File: config.mk
export PLATFORM = sky130hd
export DESIGN_NAME = ex_stage_md
export DESIGN_NICKNAME = d
export VERILOG_FILES = /design/src/rtl/rv_pkg.sv /design/src/rtl/alu.sv /design/src/rtl/brcomp.sv /design/src/rtl/muldiv_iter.sv /design/src/rtl/ex_stage_md.sv
export SDC_FILE = /design/constraint.sdc
export NUM_CORES = 2
export LEC_CHECK = 0
export CAP_MARGIN = 20
export CELL_PAD_IN_SITES_DETAIL_PLACEMENT = 0
export CELL_PAD_IN_SITES_GLOBAL_PLACEMENT = 1
export CORE_MARGIN = 2
export CORE_UTILIZATION = 45
export DETAILED_ROUTE_END_ITERATION = 10
export PLACE_DENSITY = 0.86
export SYNTH_ARGS = -nofsm -noshare
export SYNTH_HDL_FRONTEND = slang
export SYNTH_SLANG_ARGS = --single-unit
export TNS_END_PERCENT = 50
File: constraint.sdc
create_clock -name clk_i -period 10.25 [get_ports clk_i]
set_clock_uncertainty 0.1 [all_clocks]
set_input_delay 1.025 -clock clk_i [delete_from_list [all_inputs] [get_ports clk_i]]
set_output_delay 1.025 -clock clk_i [all_outputs]
set_load 0.02 [all_outputs]
File: src/rtl/rv_pkg.sv
// Shared types and constants for the RV32I/M execute stage.
// Holds the M-extension funct3 codes, forward selects, ALU op codes and writeback selects.
package rv_pkg;

  localparam int XLEN_DEF = 32;

  typedef enum logic [2:0] {
    MD_MUL    = 3'b000,
    MD_MULH   = 3'b001,
    MD_MULHSU = 3'b010,
    MD_MULHU  = 3'b011,
    MD_DIV    = 3'b100,
    MD_DIVU   = 3'b101,
    MD_REM    = 3'b110,
    MD_REMU   = 3'b111
  } md_op_e;

  typedef enum logic [1:0] {
    FWD_REG   = 2'b00,
    FWD_EXMEM = 2'b01,
    FWD_WB    = 2'b10
  } fwd_sel_e;

  typedef enum logic [1:0] {
    MD_IDLE = 2'd0,
    MD_BUSY = 2'd1,
    MD_DONE = 2'd2
  } md_state_e;

  localparam logic [1:0] WB_MEM = 2'd0;
  localparam logic [1:0] WB_ALU = 2'd1;
  localparam logic [1:0] WB_PC4 = 2'd2;

  localparam logic [3:0] ALU_ADD   = 4'b0000;
  localparam logic [3:0] ALU_SLL   = 4'b0001;
  localparam logic [3:0] ALU_SLT   = 4'b0010;
  localparam logic [3:0] ALU_SLTU  = 4'b0011;
  localparam logic [3:0] ALU_XOR   = 4'b0100;
  localparam logic [3:0] ALU_SRL   = 4'b0101;
  localparam logic [3:0] ALU_OR    = 4'b0110;
  localparam logic [3:0] ALU_AND   = 4'b0111;
  localparam logic [3:0] ALU_SUB   = 4'b1000;
  localparam logic [3:0] ALU_SRA   = 4'b1101;
  localparam logic [3:0] ALU_PASSB = 4'b1111;

  // MUL is treated as signed x signed; its low half is the same either way.
  function automatic logic md_a_signed(input logic [2:0] op);
    return (op == MD_MUL) || (op == MD_MULH) || (op == MD_MULHSU) ||
           (op == MD_DIV) || (op == MD_REM);
  endfunction

  function automatic logic md_b_signed(input logic [2:0] op);
    return (op == MD_MUL) || (op == MD_MULH) || (op == MD_DIV) || (op == MD_REM);
  endfunction

endpackage

File: src/rtl/alu.sv
// Combinational RV32I ALU; zero latency, no flow control.
module alu
  import rv_pkg::*;
#(
  parameter int XLEN = XLEN_DEF
) (
  input  logic [XLEN-1:0] a,
  input  logic [XLEN-1:0] b,
  input  logic [3:0]      sel,
  output logic [XLEN-1:0] y
);
  localparam int SHW = $clog2(XLEN);

  logic [SHW-1:0] sh;
  assign sh = b[SHW-1:0];

  always_comb begin
    y = '0;
    case (sel)
      ALU_ADD:   y = a + b;
      ALU_SUB:   y = a - b;
      ALU_SLL:   y = a << sh;
      ALU_SLT:   y = {{(XLEN-1){1'b0}}, $signed(a) < $signed(b)};
      ALU_SLTU:  y = {{(XLEN-1){1'b0}}, a < b};
      ALU_XOR:   y = a ^ b;
      ALU_SRL:   y = a >> sh;
      ALU_SRA:   y = $unsigned($signed(a) >>> sh);
      ALU_OR:    y = a | b;
      ALU_AND:   y = a & b;
      ALU_PASSB: y = b;
      default:   y = '0;
    endcase
  end
endmodule

File: src/rtl/brcomp.sv
// Combinational branch comparator; zero latency, no flow control.
module brcomp #(
  parameter int XLEN = 32
) (
  input  logic [XLEN-1:0] a,
  input  logic [XLEN-1:0] b,
  input  logic            brun,
  output logic            breq,
  output logic            brlt
);
  assign breq = (a == b);
  assign brlt = brun ? (a < b) : ($signed(a) < $signed(b));
endmodule

File: src/rtl/muldiv_iter.sv
// Iterative radix-2 RV32M unit: 1 accept + XLEN steps + 1 done cycle.
// busy requests a front-end stall; the result is held in DONE until ack or kill.
module muldiv_iter
  import rv_pkg::*;
#(
  parameter int XLEN = XLEN_DEF
) (
  input  logic            clk,
  input  logic            rst_n,
  input  logic            start,
  input  logic            kill,
  input  logic            ack,
  input  logic [2:0]      op,
  input  logic [XLEN-1:0] a,
  input  logic [XLEN-1:0] b,
  output logic            busy,
  output logic            done,
  output logic [XLEN-1:0] result
);
  localparam int CW = $clog2(XLEN);

  md_state_e       state_q, state_d;
  logic [CW-1:0]   cnt_q;
  logic [XLEN-1:0] hi_q, lo_q, b_q;
  md_op_e          op_q;
  logic            div_q, neg_q, neg_r, bzero_q;

  logic            a_neg, b_neg;
  logic [XLEN-1:0] a_mag, b_mag;
  logic [XLEN:0]   mul_sum, rem_sh;
  logic [XLEN-1:0] sub;
  logic            ge;
  logic [2*XLEN-1:0] prod, prod_s;
  logic [XLEN-1:0] quo, rem;

  assign a_neg = md_a_signed(op) & a[XLEN-1];
  assign b_neg = md_b_signed(op) & b[XLEN-1];
  assign a_mag = a_neg ? (~a + 1'b1) : a;
  assign b_mag = b_neg ? (~b + 1'b1) : b;

  // hi:lo doubles as product accumulator (multiply) or remainder:quotient (divide).
  assign mul_sum = {1'b0, hi_q} + (lo_q[0] ? {1'b0, b_q} : '0);
  assign rem_sh  = {hi_q, lo_q[XLEN-1]};
  assign ge      = (rem_sh >= {1'b0, b_q});
  assign sub     = rem_sh[XLEN-1:0] - b_q;

  always_ff @(posedge clk or negedge rst_n) begin
    if (!rst_n) state_q <= MD_IDLE;
    else        state_q <= state_d;
  end

  always_comb begin
    state_d = state_q;
    busy    = 1'b0;
    done    = 1'b0;
    case (state_q)
      MD_IDLE: begin
        busy = start;
        if (start && !kill) state_d = MD_BUSY;
      end
      MD_BUSY: begin
        busy = ~kill;
        if (kill)                          state_d = MD_IDLE;
        else if (cnt_q == CW'(XLEN - 1))   state_d = MD_DONE;
      end
      MD_DONE: begin
        done = 1'b1;
        if (kill || ack) state_d = MD_IDLE;
      end
      default: state_d = MD_IDLE;
    endcase
  end

  always_ff @(posedge clk or negedge rst_n) begin
    if (!rst_n) begin
      cnt_q   <= '0;
      hi_q    <= '0;
      lo_q    <= '0;
      b_q     <= '0;
      op_q    <= MD_MUL;
      div_q   <= 1'b0;
      neg_q   <= 1'b0;
      neg_r   <= 1'b0;
      bzero_q <= 1'b0;
    end else begin
      case (state_q)
        MD_IDLE: begin
          if (start && !kill) begin
            cnt_q   <= '0;
            hi_q    <= '0;
            lo_q    <= a_mag;
            b_q     <= b_mag;
            op_q    <= md_op_e'(op);
            div_q   <= op[2];
            neg_q   <= a_neg ^ b_neg;
            neg_r   <= a_neg;
            bzero_q <= (b == '0);
          end
        end
        MD_BUSY: begin
          if (!kill) begin
            cnt_q <= cnt_q + 1'b1;
            if (div_q) begin
              hi_q <= ge ? sub : rem_sh[XLEN-1:0];
              lo_q <= {lo_q[XLEN-2:0], ge};
            end else begin
              hi_q <= mul_sum[XLEN:1];
              lo_q <= {mul_sum[0], lo_q[XLEN-1:1]};
            end
          end
        end
        default: ;
      endcase
    end
  end

  // Divide by zero bypasses sign fix-up: quotient is all ones, remainder the dividend.
  always_comb begin
    prod   = {hi_q, lo_q};
    prod_s = neg_q ? (~prod + 1'b1) : prod;
    quo    = bzero_q ? '1 : (neg_q ? (~lo_q + 1'b1) : lo_q);
    rem    = neg_r ? (~hi_q + 1'b1) : hi_q;
    result = '0;
    case (op_q)
      MD_MUL:                        result = prod_s[XLEN-1:0];
      MD_MULH, MD_MULHSU, MD_MULHU:  result = prod_s[2*XLEN-1:XLEN];
      MD_DIV, MD_DIVU:               result = quo;
      MD_REM, MD_REMU:               result = rem;
      default:                       result = '0;
    endcase
  end
endmodule

File: src/rtl/ex_stage_md.sv
// RV32IM execute stage: forwarding, ALU, branch compare, iterative M unit, EX/MEM register.
// Single-cycle for base ops; an M-op holds EX for XLEN+2 cycles with stall_o high XLEN+1 of them.
module ex_stage_md
  import rv_pkg::*;
#(
  parameter int XLEN  = XLEN_DEF,
  parameter bit MD_EN = 1'b1,
  parameter int RSW_W = 5
) (
  input  logic             clk_i,
  input  logic             rst_ni,
  input  logic [XLEN-1:0]  rs1_ex_i,
  input  logic [XLEN-1:0]  rs2_ex_i,
  input  logic [XLEN-1:0]  imm_ex_i,
  input  logic [XLEN-1:0]  pc_ex_i,
  input  logic [XLEN-1:0]  pc4_ex_i,
  input  logic [31:0]      inst_ex_i,
  input  logic [3:0]       alusel_ex_i,
  input  logic             asel_ex_i,
  input  logic             bsel_ex_i,
  input  logic             brun_ex_i,
  input  logic             memrw_ex_i,
  input  logic             regwen_ex_i,
  input  logic [1:0]       wbsel_ex_i,
  input  logic [RSW_W-1:0] rsw_ex_i,
  input  logic [1:0]       fwd_a_i,
  input  logic [1:0]       fwd_b_i,
  input  logic [XLEN-1:0]  data_wb_i,
  input  logic             md_valid_i,
  input  logic [2:0]       md_op_i,
  input  logic             enable_i,
  input  logic             flush_i,
  output logic             stall_o,
  output logic             breq_o,
  output logic             brlt_o,
  output logic [XLEN-1:0]  alu_o,
  output logic [XLEN-1:0]  alu_mem_o,
  output logic [XLEN-1:0]  rs2_mem_o,
  output logic [XLEN-1:0]  pc4_mem_o,
  output logic             memrw_mem_o,
  output logic             regwen_mem_o,
  output logic [1:0]       wbsel_mem_o,
  output logic [RSW_W-1:0] rsw_mem_o,
  output logic [31:0]      inst_mem_o
);
  typedef struct packed {
    logic [XLEN-1:0]  alu;
    logic [XLEN-1:0]  rs2;
    logic [XLEN-1:0]  pc4;
    logic             memrw;
    logic             regwen;
    logic [1:0]       wbsel;
    logic [RSW_W-1:0] rsw;
    logic [31:0]      inst;
  } exmem_t;

  logic [XLEN-1:0] op_a, op_b, alu_a, alu_b, md_result;
  logic            md_busy, md_done;
  exmem_t          exmem_d, exmem_q;

  always_comb begin
    op_a = rs1_ex_i;
    case (fwd_a_i)
      FWD_EXMEM: op_a = alu_mem_o;
      FWD_WB:    op_a = data_wb_i;
      default:   op_a = rs1_ex_i;
    endcase
  end

  always_comb begin
    op_b = rs2_ex_i;
    case (fwd_b_i)
      FWD_EXMEM: op_b = alu_mem_o;
      FWD_WB:    op_b = data_wb_i;
      default:   op_b = rs2_ex_i;
    endcase
  end

  assign alu_a = asel_ex_i ? pc_ex_i  : op_a;
  assign alu_b = bsel_ex_i ? imm_ex_i : op_b;

  alu #(.XLEN(XLEN)) u_alu (
    .a   (alu_a),
    .b   (alu_b),
    .sel (alusel_ex_i),
    .y   (alu_o)
  );

  brcomp #(.XLEN(XLEN)) u_brcomp (
    .a    (op_a),
    .b    (op_b),
    .brun (brun_ex_i),
    .breq (breq_o),
    .brlt (brlt_o)
  );

  if (MD_EN) begin : g_md
    muldiv_iter #(.XLEN(XLEN)) u_muldiv (
      .clk    (clk_i),
      .rst_n  (rst_ni),
      .start  (md_valid_i),
      .kill   (flush_i),
      .ack    (enable_i),
      .op     (md_op_i),
      .a      (op_a),
      .b      (op_b),
      .busy   (md_busy),
      .done   (md_done),
      .result (md_result)
    );
  end else begin : g_no_md
    assign md_busy   = 1'b0;
    assign md_done   = 1'b0;
    assign md_result = '0;
  end

  assign stall_o = md_busy;

  always_comb begin
    exmem_d.alu    = md_done ? md_result : alu_o;
    exmem_d.rs2    = op_b;
    exmem_d.pc4    = pc4_ex_i;
    exmem_d.memrw  = memrw_ex_i;
    exmem_d.regwen = regwen_ex_i;
    exmem_d.wbsel  = wbsel_ex_i;
    exmem_d.rsw    = rsw_ex_i;
    exmem_d.inst   = inst_ex_i;
  end

  // Flush and stall both load an all-zero bubble; hold wins over both.
  always_ff @(posedge clk_i or negedge rst_ni) begin
    if (!rst_ni)                  exmem_q <= '0;
    else if (enable_i) begin
      if (flush_i || stall_o)     exmem_q <= '0;
      else                        exmem_q <= exmem_d;
    end
  end

  assign alu_mem_o    = exmem_q.alu;
  assign rs2_mem_o    = exmem_q.rs2;
  assign pc4_mem_o    = exmem_q.pc4;
  assign memrw_mem_o  = exmem_q.memrw;
  assign regwen_mem_o = exmem_q.regwen;
  assign wbsel_mem_o  = exmem_q.wbsel;
  assign rsw_mem_o    = exmem_q.rsw;
  assign inst_mem_o   = exmem_q.inst;
endmodule

==> metrics.yaml <==
final_layout:
  drive_gt1_frac: 0.0731
  fin_cells: 5077
  register_area_mm2: 0.00616
  multi_input_area_mm2: 0.0215
  nNetsFinal: 4652
  nFillCells: 6119
  area_delta_synth_final_pct: 22.1
die:
  die_height_um: 260
  coreArea_mm2: 0.0647
  start_util: 0.456
  die_area_mm2: 0.0677
  placementRows: 93
  die_w_um: 260
  ios: 424
yosys:
  yosysSeqAreaShare: 0.208
  async_flop_share: 1.00
  synthTopCellsByArea: "dfrtp_1 (21%), ha_1 (8.7%), o21ai_0 (6.7%), mux2i_1 (5.9%), nand2_1 (5.0%)"
  synth.top_cell.area_share: 0.208
  ys_ff_latch: 246
  yosysTopAreaCell: "dfrtp_1"
  synth_warnings: 0
  avgSynthCellArea_um2: 7.57
  synthCells: 3903
  yosysMostFrequentCell: "o21ai_0"
  synth-main-ff-cell: "dfrtp_1"
  synth.top_cells.by_count: "o21ai_0 (397), nand2_1 (395), nor2_1 (300)"
  syn_nets: 4365
  syn_area_mm2: 0.0295
  synth.distinct_cells: 95
  synth_edf_count: 0
critical_path:
  critPathLaunchType: "input port"
  arrival_ns: 7.90
  r2r_cells: 14
  worstReg2RegStart: "alu_mem_o[1]$_DFFE_PN0P_"
  cp-end-kind: "output port"
  crit_type: "input port to output port"
  slowest_stage: "nor4_1"
  critPathMaxStageDelay_ns: 1.02
  critPathRequiredTime_ns: 9.13
  ff2ff_setup_slack_ns: 4.28
  path_max_fanout: 27
  crit_chain: "clkdlybuf4s50_1 > inv_1 > ha_2 > nor2_1 > a222oi_1 > inv_1 > fa_1 > nand2b_1 > a21oi_1 > a2111oi_4 > nor4_1 > o31ai_1 > a21oi_1 > o41ai_1 > o31ai_1 > a21oi_1 > nand2_1 > clkdlybuf4s50_1"
  crit_top_cell: "a21oi_1"
  rr_endpoint: "alu_mem_o[28]$_DFFE_PN0P_"
timing:
  slew_violations: 0
  finalCritPeriodShare: 0.880
  grt_setup_unrepaired: "false"
  hold_viol: 0
  max_freq_mhz: 111
  finalCriticalPeriod_ns: 9.02
  tns_ns: 0
  slew_headroom: 0.147
  tightest_slew_ns: 1.28
  final-setup-viol-count: 0
clock_tree:
  cts-root-buf: "clkbuf_16"
  cts_made_buffers: 35
  clock_latency_ns: 0.60
  postCtsSetupBuffers: 0
  clockBufferDepth: 3
  htree_levels: 2
  postCtsResizedCells: 0
  cts_num_sinks: 246
  ctsHoldBuffers: 0
  cts_tree: "done"
  clk_pin_slew_ns: 0.05
worst_hold_path:
  min_from: "g_md.u_muldiv.b_q[15]$_DFFE_PN0P_"
  holdPathEnd: "g_md.u_muldiv.b_q[15]$_DFFE_PN0P_"
  hold_path_class: "flop to flop"
  min_path_cells: 2
route:
  dr_total_vias: 34800
  via_per_inst: 6.86
  ant_nets: 0
  firstDrtPassIters: 8
  drt_iter0_markers: 5335
  drt-total-wl_um: 168000
  drc: 0
  wl_per_cell_um: 33.0
grt:
  gr-usage-all-layers: 0.481
  grt_pass1_vias: 32200
  grt_pass1_wl_um: 236000
  grt_antenna_before_repair: 16
  grt_overflow_total: 0
  grt_max_degree: 148
pwr:
  leakagePower_nw: 15.6
  p_per_area_mw_per_mm2: 204
  ir_drop_v: 0.000156
  power_w: 0.00736
placed_design:
  gp_routability_congestion: 1.10
  dpl.hpwl_um: 130000
  dp_cells: 5004
  io_buffers: 423
status:
  status: "finished, final reports clean"
job:
  drv_cap: 0
-- state kept, by name (all words and copies together), names as in the netlist --
register,flops
alu_mem_o,32
g_md.u_muldiv.b_q,32
g_md.u_muldiv.hi_q,32
g_md.u_muldiv.lo_q,32
inst_mem_o,32
pc4_mem_o,32
rs2_mem_o,32
g_md.u_muldiv.cnt_q,5
rsw_mem_o,5
g_md.u_muldiv.op_q,2
g_md.u_muldiv.state_q,2
wbsel_mem_o,2
g_md.u_muldiv.bzero_q,1
g_md.u_muldiv.div_q,1
g_md.u_muldiv.neg_q,1
g_md.u_muldiv.neg_r,1
memrw_mem_o,1
regwen_mem_o,1
-- worst max path at each step --
stage | slack [ns] | to | startpoint | depth (start not counted)
final | 1.23 | alu_o[30] | fwd_a_i[0] | 18
after global routing | 1.08 | alu_o[24] | fwd_a_i[0] | 18
after CTS | 1.62 | alu_o[30] | fwd_a_i[0] | 19
after detailed placement | 1.63 | alu_o[27] | fwd_a_i[0] | 17
after global placement | 1.74 | alu_o[30] | fwd_a_i[0] | 19
after floorplan | 3.50 | alu_o[27] | fwd_b_i[0] | 19
-- placed cells by master, fill, tap and decap left out, types with 22 or more instances in the layout --
cell type          n
clkdlybuf4s50_1  418
inv_1            219
nand2b_1          52
o21a_1            22
a221oi_1          27
nor3_1            51
a221o_1           61
o221ai_1          26
mux2i_1          175
nand4_1           32
nor2_1           298
a21o_1            55
dfrtp_1          245
ha_1             203
a22oi_1           32
o31ai_1           39
nor2b_1           35
buf_4            113
o2bb2ai_1         37
o22ai_1           24
nand2_1          395
o21ai_0          397
mux2_2            34
xor2_1            87
xnor2_1          113
a21oi_1          241
o211ai_1          39
nand3_1           54
or3_1             37
a22o_1           104
a222oi_1          40
o21bai_1          27
a211oi_1          41
clkbuf_16         35
o21ai_1           34
a31oi_1           34
-- stage by stage --
step	setup slack (ns)	util	hold WS, ns	cell area [um^2]
floorplan	3.50	-	0.349	29500
global placement	1.74	0.536	0.366	34700
detailed placement	1.63	0.536	0.371	34700
CTS	1.62	0.556	0.382	36000
global route	1.08	0.557	0.408	36000
finish	1.23	0.557	0.381	36100
-- layout make-up --
cell class | count | share of cell area
Clock buffer | 44 | 0.0266
Multi-Input combinational cell | 3137 | 0.597
Tap cell | 855 | 0.0297
Inverter | 227 | 0.0237
Timing Repair Buffer | 543 | 0.143
Antenna cell | 7 | 0.000486
Clock inverter | 18 | 0.00940
Sequential cell | 246 | 0.171
-- report_power, final --
part           internal (W)  total (W)  switching (W)
clock network      0.000871    0.00141       0.000541
logic               0.00165    0.00439        0.00274
registers           0.00114    0.00155       0.000408
-- per-layer routing --
| layer | GRT usage | share of wire | up-vias |
|---|---|---|---|
| met5 | 0 | 0.00084 | - |
| met4 | 0.287 | 0.074 | 18 |
| met3 | 0.175 | 0.14 | 534 |
| met2 | 0.663 | 0.39 | 2697 |
| met1 | 0.637 | 0.39 | 16600 |
| li1 | - | - | 15000 |
-- cell families after synthesis --
family,share of synthesized area
compound gates,0.331
xor+xnor,0.0593
fa+ha+maj,0.0903
buf+inv,0.0674
flops,0.208
mux,0.0746
simple gates,0.169
-- worst max-delay path: cells and delay by family --
family / cells / cell delay (ns)
simple gates: 4 / 1.67
buf+inv: 4 / 1.46
compound gates: 8 / 2.53
fa+ha+maj: 2 / 1.20
Power figures use the tool's default switching activity.
